<file path="src/rtl/comms.sv">
// ============================================================================
// comms - UART command/data bridge between a host serial link and a data BRAM
// Rev 1.0
// ============================================================================
`default_nettype none

module comms #(
  parameter int DATA_DEPTH      = 65536,
  parameter int DATA_BRAM_WIDTH = 64,
  parameter int DATA_PIECES     = 2,
  parameter int CLOCKS_PER_BAUD = 25,
  parameter int READ_LATENCY    = 2,
  localparam int AW             = $clog2(DATA_DEPTH)
) (
  input  logic                       clk_in,
  input  logic                       rst_in,
  input  logic                       rx_in,
  input  logic [DATA_BRAM_WIDTH-1:0] data_register_in,
  output logic                       tx_out,
  output logic                       busy_out,
  output logic [AW-1:0]              data_addr_out,
  output logic [DATA_BRAM_WIDTH-1:0] data_register_out,
  output logic                       data_write_enable_out,
  output logic                       data_read_enable_out
);

  localparam int BYTES = DATA_BRAM_WIDTH / 8;
  localparam int BW    = (CLOCKS_PER_BAUD > 1) ? $clog2(CLOCKS_PER_BAUD) : 1;
  localparam int CW    = $clog2(BYTES + 3);
  localparam int PW    = $clog2(DATA_PIECES + 1);
  localparam int WW    = $clog2(READ_LATENCY + 1);
  localparam logic [BW-1:0] BAUD_LAST = BW'(CLOCKS_PER_BAUD - 1);
  localparam logic [BW-1:0] BAUD_HALF = BW'(CLOCKS_PER_BAUD / 2);

  // ---------------- UART receiver ----------------
  typedef enum logic [1:0] {RX_IDLE, RX_START, RX_DATA, RX_STOP} rx_state_t;
  rx_state_t rx_state, rx_state_next;

  logic          rx_meta, rx_sync, rx_prev;
  logic [BW-1:0] rx_cnt;
  logic [2:0]    rx_bit;
  logic [7:0]    rx_byte;
  logic          byte_valid;

  always_ff @(posedge clk_in or posedge rst_in) begin
    if (rst_in) rx_state <= RX_IDLE;
    else        rx_state <= rx_state_next;
  end

  always_comb begin
    rx_state_next = rx_state;
    unique case (rx_state)
      RX_IDLE:  if (rx_prev && !rx_sync) rx_state_next = RX_START;
      RX_START: if (rx_cnt == BAUD_HALF) rx_state_next = rx_sync ? RX_IDLE : RX_DATA;
      RX_DATA:  if (rx_cnt == BAUD_LAST && rx_bit == 3'd7) rx_state_next = RX_STOP;
      RX_STOP:  if (rx_cnt == BAUD_LAST) rx_state_next = RX_IDLE;
      default:  rx_state_next = RX_IDLE;
    endcase
  end

  always_ff @(posedge clk_in or posedge rst_in) begin
    if (rst_in) begin
      rx_meta    <= 1'b1;
      rx_sync    <= 1'b1;
      rx_prev    <= 1'b1;
      rx_cnt     <= '0;
      rx_bit     <= '0;
      rx_byte    <= '0;
      byte_valid <= 1'b0;
    end else begin
      rx_meta    <= rx_in;
      rx_sync    <= rx_meta;
      rx_prev    <= rx_sync;
      byte_valid <= 1'b0;
      unique case (rx_state)
        RX_IDLE: begin
          rx_cnt <= '0;
          rx_bit <= '0;
        end
        RX_START: rx_cnt <= (rx_cnt == BAUD_HALF) ? '0 : rx_cnt + BW'(1);
        RX_DATA: begin
          if (rx_cnt == BAUD_LAST) begin
            rx_cnt  <= '0;
            rx_byte <= {rx_sync, rx_byte[7:1]};
            rx_bit  <= rx_bit + 3'd1;
          end else begin
            rx_cnt <= rx_cnt + BW'(1);
          end
        end
        RX_STOP: begin
          if (rx_cnt == BAUD_LAST) begin
            rx_cnt     <= '0;
            byte_valid <= rx_sync;  // stop bit low drops the byte
          end else begin
            rx_cnt <= rx_cnt + BW'(1);
          end
        end
        default: rx_cnt <= '0;
      endcase
    end
  end

  // ---------------- UART transmitter ----------------
  logic          tx_busy, tx_start, tx_last, tx_ready;
  logic [9:0]    tx_sh;
  logic [3:0]    tx_bit;
  logic [BW-1:0] tx_cnt;
  logic [7:0]    tx_byte;

  // A new byte may load on the final cycle of the previous stop bit.
  assign tx_last  = tx_busy && (tx_bit == 4'd9) && (tx_cnt == BAUD_LAST);
  assign tx_ready = !tx_busy || tx_last;
  assign tx_out   = tx_busy ? tx_sh[0] : 1'b1;

  always_ff @(posedge clk_in or posedge rst_in) begin
    if (rst_in) begin
      tx_busy <= 1'b0;
      tx_sh   <= '1;
      tx_bit  <= '0;
      tx_cnt  <= '0;
    end else if (tx_start && tx_ready) begin
      tx_busy <= 1'b1;
      tx_sh   <= {1'b1, tx_byte, 1'b0};
      tx_bit  <= '0;
      tx_cnt  <= '0;
    end else if (tx_busy) begin
      if (tx_cnt == BAUD_LAST) begin
        tx_cnt <= '0;
        tx_sh  <= {1'b1, tx_sh[9:1]};
        if (tx_bit == 4'd9) tx_busy <= 1'b0;
        else                tx_bit  <= tx_bit + 4'd1;
      end else begin
        tx_cnt <= tx_cnt + BW'(1);
      end
    end
  end

  // ---------------- Command FSM ----------------
  typedef enum logic [2:0] {IDLE, HDR, WR_DATA, WR_STROBE, RD_REQ, RD_WAIT, RD_SEND} state_t;
  state_t state, state_next;

  logic [CW-1:0]              cnt;
  logic [PW-1:0]              piece;
  logic [WW-1:0]              wait_cnt;
  logic                       op_read;
  logic [7:0]                 addr_lo;
  logic [AW-1:0]              addr;
  logic [DATA_BRAM_WIDTH-1:0] wdata, rdata;
  logic                       last_piece;

  assign last_piece            = (piece == PW'(DATA_PIECES - 1));
  assign tx_byte               = rdata[7:0];
  assign busy_out              = (state != IDLE);
  assign data_addr_out         = addr;
  assign data_register_out     = wdata;
  assign data_write_enable_out = (state == WR_STROBE);
  assign data_read_enable_out  = (state == RD_REQ);

  always_ff @(posedge clk_in or posedge rst_in) begin
    if (rst_in) state <= IDLE;
    else        state <= state_next;
  end

  always_comb begin
    state_next = state;
    tx_start   = 1'b0;
    unique case (state)
      IDLE:      if (byte_valid) state_next = HDR;
      HDR:       if (byte_valid && cnt == CW'(2)) state_next = op_read ? RD_REQ : WR_DATA;
      WR_DATA:   if (byte_valid && cnt == CW'(BYTES - 1)) state_next = WR_STROBE;
      WR_STROBE: state_next = last_piece ? IDLE : WR_DATA;
      RD_REQ:    state_next = RD_WAIT;
      RD_WAIT:   if (wait_cnt == WW'(READ_LATENCY - 1)) state_next = RD_SEND;
      RD_SEND: begin
        if (cnt < CW'(BYTES)) tx_start = tx_ready;
        else if (tx_ready)    state_next = last_piece ? IDLE : RD_REQ;
      end
      default:   state_next = IDLE;
    endcase
  end

  always_ff @(posedge clk_in or posedge rst_in) begin
    if (rst_in) begin
      cnt      <= '0;
      piece    <= '0;
      wait_cnt <= '0;
      op_read  <= 1'b0;
      addr_lo  <= '0;
      addr     <= '0;
      wdata    <= '0;
      rdata    <= '0;
    end else begin
      unique case (state)
        IDLE: begin
          cnt   <= '0;
          piece <= '0;
          if (byte_valid) begin
            op_read <= rx_byte[2];
            cnt     <= CW'(1);
          end
        end
        HDR: begin
          if (byte_valid) begin
            if (cnt == CW'(1)) begin
              addr_lo <= rx_byte;
              cnt     <= CW'(2);
            end else begin
              addr <= AW'({rx_byte, addr_lo});
              cnt  <= '0;
            end
          end
        end
        WR_DATA: begin
          if (byte_valid) begin
            wdata <= {rx_byte, wdata[DATA_BRAM_WIDTH-1:8]};
            cnt   <= (cnt == CW'(BYTES - 1)) ? '0 : cnt + CW'(1);
          end
        end
        WR_STROBE: begin
          addr  <= addr + AW'(1);
          piece <= piece + PW'(1);
        end
        RD_REQ: wait_cnt <= '0;
        RD_WAIT: begin
          wait_cnt <= wait_cnt + WW'(1);
          if (wait_cnt == WW'(READ_LATENCY - 1)) rdata <= data_register_in;
        end
        RD_SEND: begin
          if (tx_start) begin
            rdata <= rdata >> 8;
            cnt   <= cnt + CW'(1);
          end else if (cnt == CW'(BYTES) && tx_ready) begin
            cnt   <= '0;
            addr  <= addr + AW'(1);
            piece <= piece + PW'(1);
          end
        end
        default: cnt <= '0;
      endcase
    end
  end

endmodule

`default_nettype wire

</file>
<file path="config.mk">
export PLATFORM = sky130hd
export DESIGN_NAME = comms
export DESIGN_NICKNAME = d
export VERILOG_FILES = /design/src/rtl/comms.sv
export SDC_FILE = /design/constraint.sdc
export NUM_CORES = 1
export LEC_CHECK = 0
export CORE_MARGIN = 2
export CORE_UTILIZATION = 60
export CTS_BUF_LIST = sky130_fd_sc_hd__clkbuf_2 sky130_fd_sc_hd__clkbuf_4 sky130_fd_sc_hd__clkbuf_8
export DETAILED_ROUTE_END_ITERATION = 7
export GPL_TIMING_DRIVEN = 1
export PLACE_DENSITY = 0.86
export SLEW_MARGIN = 20
export SYNTH_ARGS = -nofsm -noshare
export SYNTH_HDL_FRONTEND = slang
export SYNTH_SLANG_ARGS = --single-unit
</file>
<file path="constraint.sdc">
create_clock -name clk_in -period 10.05 [get_ports clk_in]
set_clock_uncertainty 0.1 [all_clocks]
set_input_delay 1.5075 -clock clk_in [delete_from_list [all_inputs] [get_ports clk_in]]
set_output_delay 1.5075 -clock clk_in [all_outputs]
set_load 0.01 [all_outputs]
</file>
==> run metrics, run 1 <==
Post-synth top cells 193 x dfrtp_1, 167 x nand2_1, 94 x nor2_1; Detail Placement HPWL 13.5 mm; initial antenna violation count 1; Top FF cell, synth dfrtp_1; top cell type's share of synthesized area 0.518; count of cell types in the netlist 60; Max Buffers Root-to-Sink 3; Die Width 129 um; Max Cap Violations 0; largest net degree at the start of global routing 140; status complete, no violations; CP required approximately 8.4 ns; post-synthesis sequential area ratio 0.552; total CTS buffers 35; Slew Viols, Final 0; r2r startpoint state[0]; setup tns final 0 ns; Die Height 129 um; layout cells sized above 1 0.164; dominant cell by count in the synthesized netlist dfrtp_1; DR iter-0 viols 524; kind of critical path reg2out; Setup violations, final 0; crit end category output port; Yosys top cell by area dfrtp_1; clock sink total roughly 210; CP startpoint kind flip-flop; Post-Syn Nets 979; synthesized area per cell 10.4 um2; Worst-path clk slew 0.06 ns; routed vias/inst about 5.8; Reg2Reg Capture Point cnt[3]; first-pass GRT wire length about 36 mm; nets 1118; number of cells on the critical path 3; Starting Density 0.613; fillers about 1.0k; Placed Area 0.0108 mm2; antenna cells 0; Peak VDD IR 0.119 mV; crit path to data_read_enable_out; Synth Cell Area just over 0.009 mm2; Final period util 0.383; Clk Latency, worst-skew pair 0.52 ns; Via Count roughly 7.2k; YS warnings 0; Rel. slew slack 0.311; CP Launch Point state[2]; Area Overhead vs Synth 24.3%; total congestion overflow 0; Highest Clock Rate roughly 260 MHz; Avg WL per Cell 17.7 um; Static Leak 5.06 nW; total track usage 0.272; wirelength, routed roughly 22 mm; Crit-path slowest cell dfrtp_1; Worst path top cell family by delay flip-flops; Setup Fix Bufs, Post-CTS 0; vias in the first global route around 7.2k; CTS tree done; Tightest Pin Transition 1.03 ns; Residual DRC 0; Final ANT Viol Nets 0; CP Max Fanout 21; placer congestion estimate around 0.86; Pwr per Cell Area 148 mW/mm2; leading post-synthesis cells by cell area dfrtp_1 52%, mux2_2 9.9%, nand2_1 6.7%; max incr delay on CP 0.75 ns; synthesis-stage register bit count 205; die area 0.0165 mm2; r2r setup slk 6.80 ns; Hold Path Class reg2reg; CP Cell Sequence nand2b_1 -> nor2_1 -> clkdlybuf4s50_1; post-route minimum period just under 4 ns; CTS Hold Bufs 0; Async S/R FF share, synth 1.00; RSZ-0062 raised after global routing false; CTS resizes 0; Final Hold Viols 0; DRT Pass-1 Iters 5; worst path bufs/invs 1; Root Buffer clkbuf_8; Gate Count Post-Synth between 800 and 900; design area 0.0116 mm2; IO Pins 151; Post-synth EDFFs 0; I/O Buffers 150; total core area 0.0152 mm2; FF-to-FF path depth 6; Core Rows 45; htree depth 2; WP data arrival 2.24 ns
[cells by family after synthesis]
kind of cell	count (synthesis)	synth area share
AOI/OAI and AO/OA	176	0.123
xor gates and xnor gates	5	0.00470
adders and majority gates	15	0.0201
buffers and inverters	69	0.0348
DFF	205	0.552
muxes	88	0.106
and+or+nand+nor	339	0.159
[registers in the layout (all words and copies together) (netlist names), named ones only]
register,cells
data_register_out,64
rdata,64
data_addr_out,16
tx_sh,9
addr_lo,8
rx_byte,8
rx_cnt,5
tx_cnt,5
cnt,4
tx_bit,4
rx_bit,3
state,3
piece,2
wait_cnt,2
byte_valid,1
op_read,1
rx_meta,1
rx_prev,1
rx_state,1
rx_sync,1
tx_busy,1
[metal layers]
layer	vias up	share of wire	GRT usage
met5	-	0	0
met4	0	0.023	0.0793
met3	47	0.080	0.0836
met2	247	0.48	0.447
met1	3521	0.41	0.353
li1	3418	-	-
[layout make-up]
class	count	area, um2	share of cell area
clock buffers	52	653	0.0564
clock inverters	7	62.6	0.00540
inverters	15	63.8	0.00551
multi-input cells	623	3850	0.333
flip-flops and latches	205	5140	0.444
well taps	188	235	0.0203
repair buffers	156	1570	0.135
[worst min-delay path by stage]
stage	start	endpoint	depth (start not counted)
6_report	rx_meta	rx_sync	0
5_1_grt	rx_meta	rx_sync	0
4_1_cts	rx_meta	rx_sync	0
3_5_place_dp	rx_meta	rx_sync	0
3_3_place_gp	rx_meta	rx_sync	0
2_1_floorplan	rx_meta	rx_sync	0
[metrics by stage]
step	hold WS, ns	total power [mW]	worst slack [ns]	utilization	instances
CTS	0.257	1.72	6.17	0.760	1245
finish	0.253	1.71	6.20	0.762	1246
global placement	0.249	0.946	6.31	0.713	1186
floorplan	0.245	0.910	2.87	-	897
detailed placement	0.254	0.948	6.29	0.713	1186
global route	0.266	1.77	6.05	0.762	1246
[cells in the final DEF, fill, tap and decap left out, drive strengths merged, types with 2 or more instances in the layout]
cell type,instances
xor2,4
inv,15
a21o,5
a21oi,22
a211oi,3
mux2i,6
nor2b,4
nor4,4
clkbuf,52
clkdlybuf4s50,150
a22o,4
nand3,22
and4b,2
o31a,2
buf,6
mux2,82
and3,4
a31oi,64
o22ai,9
clkinv,5
o21ai,42
a221oi,2
nand4b,4
nand2b,7
a21boi,2
ha,15
a22oi,2
nand3b,2
dfstp,12
dfrtp,193
o22a,2
o31ai,9
nor3b,5
nor3,8
o311ai,2
nand4,4
and2,7
nand2,168
nor2,94
[power breakdown]
part           switching (mW)  internal, mW
clock network           0.332         0.441
logic                  0.0420        0.0410
registers              0.0168         0.836
total                   0.391          1.32
(Power assumes the default switching activity.)
==> run 2: changes to the inputs <==
--- a/config.mk
+++ b/config.mk
@@ -6,11 +6,11 @@
 export NUM_CORES = 1
 export LEC_CHECK = 0
 export CORE_MARGIN = 2
-export CORE_UTILIZATION = 60
+export CORE_UTILIZATION = 56
 export CTS_BUF_LIST = sky130_fd_sc_hd__clkbuf_2 sky130_fd_sc_hd__clkbuf_4 sky130_fd_sc_hd__clkbuf_8
 export DETAILED_ROUTE_END_ITERATION = 7
 export GPL_TIMING_DRIVEN = 1
-export PLACE_DENSITY = 0.86
+export PLACE_DENSITY = 0.81
 export SLEW_MARGIN = 20
 export SYNTH_ARGS = -nofsm -noshare
 export SYNTH_HDL_FRONTEND = slang
==> constraint.sdc (replaced) <==
create_clock -name clk_in -period 3.65 [get_ports clk_in]
set_clock_uncertainty 0.1 [all_clocks]
set_input_delay 0.5475 -clock clk_in [delete_from_list [all_inputs] [get_ports clk_in]]
set_output_delay 0.5475 -clock clk_in [all_outputs]
set_load 0.01 [all_outputs]
==> run 2 against run 1 <==
  * Sequential share of layout area fell by 0.32 points
  * Hold slack improved by 0.0096 ns
  * Via count fell by 1.2%
  * Worst setup slack got worse by 5.5 ns
  * Critical path type unchanged
  * Largest cell class unchanged
==> run metrics, run 2 (same netlist as run 1, synthesis figures left out) <==
Detail Placement HPWL 14.0 mm (+3.1%); I/O Buffers 150 (unchanged); Die Width 133 um (+3.4%); crit end category output port; Placed Area 0.0110 mm2 (+1.2%); Root Buffer clkbuf_8; Core Rows 47 (+4.4%); first-pass GRT wire length 34.9 mm (-3.1%); Starting Density 0.568 (-0.0450); P_int 3.60 mW (+170%); die area 0.0177 mm2 (+6.9%); Final ANT Viol Nets 0 (unchanged); design area 0.0117 mm2 (+0.73%); Static Leak 5.07 nW (+0.14%); r2r startpoint state[2]; Area Overhead vs Synth 25.2%; Reg2Reg Capture Point data_addr_out[8]; CTS resizes 0 (unchanged); CTS Hold Bufs 0 (unchanged); fillers 1200 (+20%); wirelength, routed 21.4 mm (-3.1%); Max Cap Violations 0 (unchanged); Hold EP rx_sync; Setup Fix Bufs, Post-CTS 0 (unchanged); Setup violations, final 0 (unchanged); max incr delay on CP 0.75 ns (about the same); final cell count without fillers 1281 (+2.8%); kind of critical path reg2out; CP Launch Point state[2]; RSZ-0062 raised after global routing false; Peak VDD IR 0.316 mV (+170%); Core Util, Final 0.711 (-0.0508); CP startpoint kind flip-flop; hold wc startpoint rx_meta; leading cell type in the layout, fill and taps excluded dfrtp_1; Slew Viols, Final 0 (unchanged); Tightest Pin Transition 1.01 ns (-0.0236 ns); Final period util 0.816; Cells on Worst Hold Path 0 (unchanged); Worst path top cell family by delay flip-flops; Post-Place Cells 1222 (+3.0%); Crit-path slowest cell dfrtp_1; vias in the first global route 6970 (-3.7%); total core area 0.0164 mm2 (+7.9%); total track usage 0.244 (-0.0273); Max Buffers Root-to-Sink 3 (unchanged); CP required 3.00 ns (-5.44 ns); switching share of power 0.225 (-0.00373); routed vias/inst 5.58 (-3.9%); WP data arrival 2.33 ns (+0.09 ns); largest net degree at the start of global routing 91 (-35%); Worst-path clk slew 0.06 ns (about the same); Clk Latency, worst-skew pair 0.51 ns (about the same); Hold Path Class reg2reg; FF-to-FF path depth 5 (-1); setup tns final 0 ns (unchanged); CP Max Fanout 21 (unchanged); worst path bufs/invs 1 (unchanged); Pwr per Cell Area 398 mW/mm2 (+170%); htree depth 2 (unchanged); P_sw 1.04 mW (+170%); total congestion overflow 0 (unchanged); total CTS buffers 35 (unchanged); most frequent cells in the layout 193 x dfrtp_1, 167 x nand2_1, 150 x clkdlybuf4s50_1, 94 x nor2_1, 82 x mux2_2; Residual DRC 0 (unchanged); CTS tree done; clock sink total 205 (unchanged); Via Count 7148 (-1.2%); DR iter-0 viols 647 (+23%); combinational power share 0.050 (about the same); sequential share of power 0.505 (+0.006); IO Pins 151 (unchanged); nets 1121 (+0.27%); layout cells sized above 1 0.164 (+0.000790); status complete, no violations; Final Hold Viols 0 (unchanged); Rel. slew slack 0.327 (+0.0157); post-route minimum period 2.98 ns; CP Cell Sequence nand2b_1 -> nor2_1 -> clkdlybuf4s50_1; placer congestion estimate 0.916 (+6.3%); Clk network pwr share 0.445 (-0.007); r2r setup slk 0.89 ns (-5.91 ns); Die Height 133 um (+3.4%); Avg WL per Cell 16.7 um (-5.7%); Highest Clock Rate approximately 340 MHz; initial antenna violation count 2 (+1); DRT Pass-1 Iters 5 (unchanged)
[run 2: final cells by class]
cell class / instances / area [um2] / area share
inverter: 15 / 60.1 / 0.00515
antenna: 2 / 5.00 / 0.000429
clock inverter: 2 / 12.5 / 0.00107
sequential: 205 / 5140 / 0.441
multi-input combinational: 623 / 3850 / 0.330
tap: 220 / 275 / 0.0236
clock buffer: 55 / 682 / 0.0585
timing repair buffer: 159 / 1630 / 0.140
[run 2: worst register-to-register path, cell delays in order (launching register included)]
cell and delay (ns):
dfrtp_1 0.75, nand3b_1 0.27, inv_2 0.79, o21ai_2 0.32, nand2_2 0.28, o21ai_0 0.12
[run 2: routing by layer]
metal  track usage  wire length (um)  vias up
li1              -                 -     3423
met1         0.318              8840     3441
met4        0.0836               488        0
met2         0.396             10300      242
met5             0                 0        -
met3        0.0705              1740       42
[run 2: how the worst max path moves through the flow]
stage / endpoint / cells after the start
floorplan: async pin / 1
global placement: data_addr_out[7] / 5
detailed placement: data_addr_out[8] / 5
CTS: data_read_enable_out / 3
global route: data_read_enable_out / 3
finish: data_read_enable_out / 3
[run 2: power groups by stage]
stage               Combinational, mW  Sequential, mW  Clock (mW)
floorplan                       0.140            2.37           0
global placement                0.230            2.38           0
detailed placement              0.232            2.38           0
CTS                             0.236            2.34        2.11
global route                    0.264            2.35        2.22
finish                          0.232            2.35        2.06
[run 2: stage by stage]
step	setup WS (ns)	total power [mW]	hold WS (ns)
final	0.672	4.64	0.263
after global routing	0.556	4.83	0.263
after CTS	0.643	4.69	0.263
after detailed placement	0.921	2.62	0.254
after global placement	1.01	2.61	0.251
after floorplan	0.354	2.51	0.245
